## src/rtl/mp_wb_pkg.sv

```systemverilog
// Shared types and constants for the mp_wb writeback stage.
// Holds the buffered-entry layout, the default geometry and the split-phase encoding.
package mp_wb_pkg;

    localparam int AW_DEF       = 4;
    localparam bit ZERO_REG_DEF = 1'b1;

    typedef enum logic {
        PH_LO = 1'b0,
        PH_HI = 1'b1
    } phase_t;

    typedef struct packed {
        logic [31:0]       data;
        logic [AW_DEF-1:0] rd;
        logic              wide;
    } wb_entry_t;

endpackage

```

## src/rtl/mp_wb_fifo2.sv

```systemverilog
// Two-entry result buffer for the writeback stage (module wb_fifo2).
// Exposes the head entry plus the destination of the entry queued behind it.
module wb_fifo2
    import mp_wb_pkg::*;
(
    input  logic              clk,
    input  logic              rst_n,
    input  logic              push,
    input  logic              pop,
    input  logic              clear,
    input  wb_entry_t         push_data,
    output wb_entry_t         head,
    output logic [AW_DEF-1:0] second_rd,
    output logic              second_wide,
    output logic [1:0]        cnt
);

    wb_entry_t mem [2];
    logic      rptr;
    logic      wptr;

    always_ff @(posedge clk or negedge rst_n) begin
        if (!rst_n) begin
            cnt  <= 2'd0;
            rptr <= 1'b0;
            wptr <= 1'b0;
        end else if (clear) begin
            cnt  <= 2'd0;
            rptr <= 1'b0;
            wptr <= 1'b0;
        end else begin
            if (push) wptr <= ~wptr;
            if (pop)  rptr <= ~rptr;
            cnt <= cnt + {1'b0, push} - {1'b0, pop};
        end
    end

    // Storage needs no reset: cnt alone decides which slots are meaningful.
    always_ff @(posedge clk) begin
        if (push) mem[wptr] <= push_data;
    end

    assign head        = mem[rptr];
    assign second_rd   = mem[~rptr].rd;
    assign second_wide = mem[~rptr].wide;

endmodule

```

## src/rtl/mp_wb.sv

```systemverilog
// Writeback stage: buffers execute results and serialises them onto a 16-bit
// register-file write port, splitting wide results into low/high writes.
//
//   phase | meaning
//   PH_LO | head is narrow, or wide with its low half still to write
//   PH_HI | wide head's low half done; high half writes next
module mp_wb
    import mp_wb_pkg::*;
#(
    parameter int AW       = AW_DEF,
    parameter bit ZERO_REG = ZERO_REG_DEF
) (
    input  logic                clk,
    input  logic                rst_n,
    input  logic                in_vld,
    output logic                in_rdy,
    input  logic [31:0]         in_data,
    input  logic [AW-1:0]       in_rd,
    input  logic                in_wide,
    input  logic                in_wen,
    input  logic                flush,
    output logic                rf_we,
    output logic [AW-1:0]       rf_waddr,
    output logic [15:0]         rf_wdata,
    output logic                busy,
    output logic [(1<<AW)-1:0]  pend
);

    wb_entry_t     head;
    wb_entry_t     push_data;
    logic [AW-1:0] second_rd;
    logic          second_wide;
    logic [1:0]    cnt;
    phase_t        phase;
    logic          push;
    logic          pop;
    logic          advance;
    logic [AW-1:0] waddr;

    function automatic logic [(1<<AW)-1:0] dest_bits(input logic [AW-1:0] rd,
                                                     input logic wide,
                                                     input logic lo_left);
        logic [(1<<AW)-1:0] b;
        b = '0;
        if (wide) begin
            if (lo_left && !(ZERO_REG && rd[AW-1:1] == '0))
                b[{rd[AW-1:1], 1'b0}] = 1'b1;
            b[{rd[AW-1:1], 1'b1}] = 1'b1;
        end else begin
            b[rd] = 1'b1;
        end
        return b;
    endfunction

    assign in_rdy    = (cnt != 2'd2) && !flush;
    assign push      = in_vld && in_rdy && in_wen && !(ZERO_REG && !in_wide && in_rd == '0);
    assign push_data = '{data: in_data, rd: in_rd, wide: in_wide};
    assign busy      = (cnt != 2'd0);
    assign advance   = busy && !flush;
    assign pop       = advance && (!head.wide || phase == PH_HI);

    wb_fifo2 u_fifo (
        .clk         (clk),
        .rst_n       (rst_n),
        .push        (push),
        .pop         (pop),
        .clear       (flush),
        .push_data   (push_data),
        .head        (head),
        .second_rd   (second_rd),
        .second_wide (second_wide),
        .cnt         (cnt)
    );

    always_comb begin
        waddr = head.rd;
        if (head.wide) waddr = {head.rd[AW-1:1], phase == PH_HI};
    end

    assign rf_waddr = waddr;
    assign rf_wdata = (head.wide && phase == PH_HI) ? head.data[31:16] : head.data[15:0];
    // A suppressed r0 write still spends its cycle so the high half follows in order.
    assign rf_we    = advance && !(ZERO_REG && waddr == '0);

    always_ff @(posedge clk or negedge rst_n) begin
        if (!rst_n) begin
            phase <= PH_LO;
        end else if (flush) begin
            phase <= PH_LO;
        end else if (advance && head.wide) begin
            phase <= (phase == PH_LO) ? PH_HI : PH_LO;
        end
    end

    always_comb begin
        pend = '0;
        if (cnt != 2'd0) pend = pend | dest_bits(head.rd, head.wide, phase == PH_LO);
        if (cnt == 2'd2) pend = pend | dest_bits(second_rd, second_wide, 1'b1);
    end

endmodule

```

## config.mk

```make
export PLATFORM = sky130hd
export DESIGN_NAME = mp_wb
export DESIGN_NICKNAME = d
export VERILOG_FILES = /design/src/rtl/mp_wb_pkg.sv /design/src/rtl/mp_wb_fifo2.sv /design/src/rtl/mp_wb.sv
export SDC_FILE = /design/constraint.sdc
export NUM_CORES = 1
export LEC_CHECK = 0
export CORE_ASPECT_RATIO = 1.4
export CORE_MARGIN = 2
export CORE_UTILIZATION = 45
export CTS_BUF_LIST = sky130_fd_sc_hd__clkbuf_16
export CTS_CLUSTER_DIAMETER = 60
export DETAILED_ROUTE_END_ITERATION = 7
export PLACE_DENSITY = 0.83
export SLEW_MARGIN = 20
export SYNTH_ARGS = -nofsm -noshare
export SYNTH_HDL_FRONTEND = slang
export SYNTH_SLANG_ARGS = --single-unit
```

## constraint.sdc

```tcl
create_clock -name clk -period 8.48 [get_ports clk]
set_input_delay 0.848 -clock clk [delete_from_list [all_inputs] [get_ports clk]]
set_output_delay 0.848 -clock clk [all_outputs]
set_load 0.05 [all_outputs]
```

==> impl_metrics.tcl <==
set metrics [dict create \
    status "finished clean" \
    synth-async-reset-ratio_pct 6.33 \
    start_util_pct 46.2 \
    rr_startpoint "u_fifo.rptr" \
    synth.cell_area_um2 3580 \
    core_area_um2 7750 \
    final_layout_size_suffix_gt1_share_pct 9.87 \
    whs_path_depth 2 \
    nFillCells 592 \
    grt_overflow 0 \
    ys_seq_elements 79 \
    period_minus_slack_ps 4340 \
    crit_buf_inv 1 \
    finalWorstSetupSlack_ps 4140 \
    area_growth_pct 31.7 \
    fmax_ghz 0.230 \
    dr.pass1.iters 4 \
    end_kind "output port" \
    clk_path_buf_depth 2 \
    layout.cells.non_filler 414 \
    cp_max_fo 56 \
    timing.rr.end "u_fifo.cnt[1]" \
    fin_worst_skew_ps 3.79 \
    critical_path_class "reg2out" \
    first_global_vias 2320 \
    post-place-ws_ps 4510 \
    diodes 0 \
    seqCellArea_um2 2350 \
    power_mw 1.04 \
    r2r_cells 9 \
    yosysWarnings 0 \
    synth_cells 232 \
    vias_per_cell 5.67 \
    synth_flop_cell "edfxtp_1" \
    grt_pass1_wl_um 11500 \
    dpl_cell_area_um2 4430 \
    drtIter0Drc 127 \
    yosysTopAreaCell "edfxtp_1" \
    io_pins 81 \
    cp_top_family "flip-flops" \
    worst_pin_slew_ps 1070 \
    syn-num-nets 276 \
    critPathArrivalTime_ps 3490 \
    hold_buffers 0 \
    maxCapViolCount 0 \
    synth_edf_count 74 \
    rows 38 \
    r2r_setup_slack_ps 5920 \
    multiInputGateArea_um2 1110 \
    ir_worst_vdd_mv 0.205 \
    layout_commonest_cell "clkdlybuf4s50_1" \
    grt_max_degree 57 \
    dp_hpwl_um 4910 \
    rsz0062_at_grt "false" \
    final_area_um2 4720 \
    final_hold_viol_count 0 \
    cts_root_buf "clkbuf_16" \
    die_y_um 110 \
    die_area_um2 8700 \
    cts.sinks 79 \
    critPathMaxStageDelay_ps 1030 \
    slew_viol_final 0 \
    power.leakage_nw 1.57 \
    nets 353 \
    drtAntennaViolNets 0 \
    clkTransAtPathRegs_ps 60 \
    critPathRequiredTime_ps 7630 \
    drc 0 \
    wl_per_cell_um 17.2 \
    layout_common_cells "80 x clkdlybuf4s50_1, 74 x edfxtp_1, 15 x nor2_1" \
    tritoncts "yes" \
    die_x_um 79.4 \
    min_path_type "reg2reg" \
    grt_use_total_pct 17.8 \
    synth_area_leaders "edfxtp_1 62%, mux4_2 6.3%, mux4_1 4.4%" \
    dpl.cell_count 398 \
    cellPowerDensity_nw_per_um2 220 \
    post_cts_buffers 0 \
    portBuffers 80 \
    ctsResizeCount 0 \
    crit_chain "mux2i_2, nand2b_4, mux4_1, clkdlybuf4s50_1" \
    finalCritPeriodShare_pct 51.2 \
    clk_latency_ps 330 \
    cts_max_level 3 \
    slew_headroom_pct 28.8 \
    cts_buffers 9 \
    setup_viol 0 \
    drt-total-wl_um 7110 \
    netlist.area_leader.share_pct 62.0 \
    place_congestion 0.828 \
    setup_tns_ps 0 \
    hold_end "u_fifo.wptr" \
    num_vias 2346 \
    synth_cell_types 51 \
    start_kind "register" \
    antenna_found_initial 0 \
    synth_area_per_cell_um2 15.4 \
    crit_slowest_cell "dfrtp_2" \
    hp-start "u_fifo.wptr" \
    yosysSeqAreaShare_pct 65.5 \
]
-- sequential cells by signal, indices dropped and copies added (netlist names) --
signal,count
phase,1
u_fifo.cnt,2
u_fifo.mem,74
u_fifo.rptr,1
u_fifo.wptr,1
-- worst reg2reg max path: cells and delay by family (launching register included) --
| family | cells | cell delay [ps] |
|---|---|---|
| muxes | 1 | 380 |
| adders and majority gates | 2 | 400 |
| xor gates and xnor gates | 2 | 300 |
| DFF | 1 | 1030 |
| buffers and inverters | 1 | 60 |
| and+or+nand+nor | 3 | 260 |
-- metrics by stage --
stage | hold slack [ps] | util (%)
floorplan | 518 | -
global placement | 529 | 57.1
detailed placement | 551 | 57.1
CTS | 557 | 60.9
global route | 578 | 60.9
finish | 567 | 60.9
-- routing by layer --
layer,global-route usage [%],up-vias,part of all wire [%]
met5,0,-,0
met1,20.3,1138,38
li1,-,1089,-
met2,30.1,98,52
met3,4.93,21,6.6
met4,10.2,0,3.4
-- power breakdown --
part | switching, mW | internal [mW]
registers | 0.0184 | 0.439
clock network | 0.142 | 0.225
logic | 0.128 | 0.0857
total | 0.288 | 0.749
-- cell families after synthesis --
family                   Yosys count  share of synthesized area [%]
AO/OA/AOI/OAI                     45                           8.49
multiplexers                      23                           12.8
adder cells (fa/ha/maj)            2                          0.698
XOR/XNOR                           2                          0.489
buffers and inverters             24                           3.63
AND/OR/NAND/NOR                   57                           8.38
flip-flops                        79                           65.5
-- cell type report --
cell class,count,area share [%]
sequential,79,49.8
multi-input combinational,129,23.6
timing repair buffer,81,17.1
clock buffer,9,4.77
tap,100,2.65
clock inverter,7,1.38
inverter,9,0.716
-- worst max-delay path by stage --
stage | startpoint | end | slack, ps | depth (start not counted)
global placement | u_fifo.rptr | rf_wdata[3] | 4540 | 4
detailed placement | u_fifo.rptr | rf_wdata[3] | 4510 | 4
CTS | u_fifo.rptr | rf_wdata[3] | 4130 | 4
floorplan | flush | u_fifo.mem[1][0] | 4900 | 3
finish | u_fifo.rptr | rf_wdata[2] | 4140 | 4
global route | u_fifo.rptr | rf_wdata[3] | 3930 | 4
-- cell usage after synthesis, drive strengths merged, types with 2 or more instances --
master   instances
edfxtp          74
mux4            16
nor2            16
o22ai           13
a21oi           11
nand2           11
buf              9
inv              8
nor3             7
clkbuf           6
mux2i            6
dfrtp            5
a31oi            4
nand2b           4
nor2b            4
nor3b            3
a2111oi          2
a211o            2
ha               2
nand3            2
nand3b           2
o21ai            2
o31a             2
or3              2
or4              2
Power figures use the tool's default switching activity.
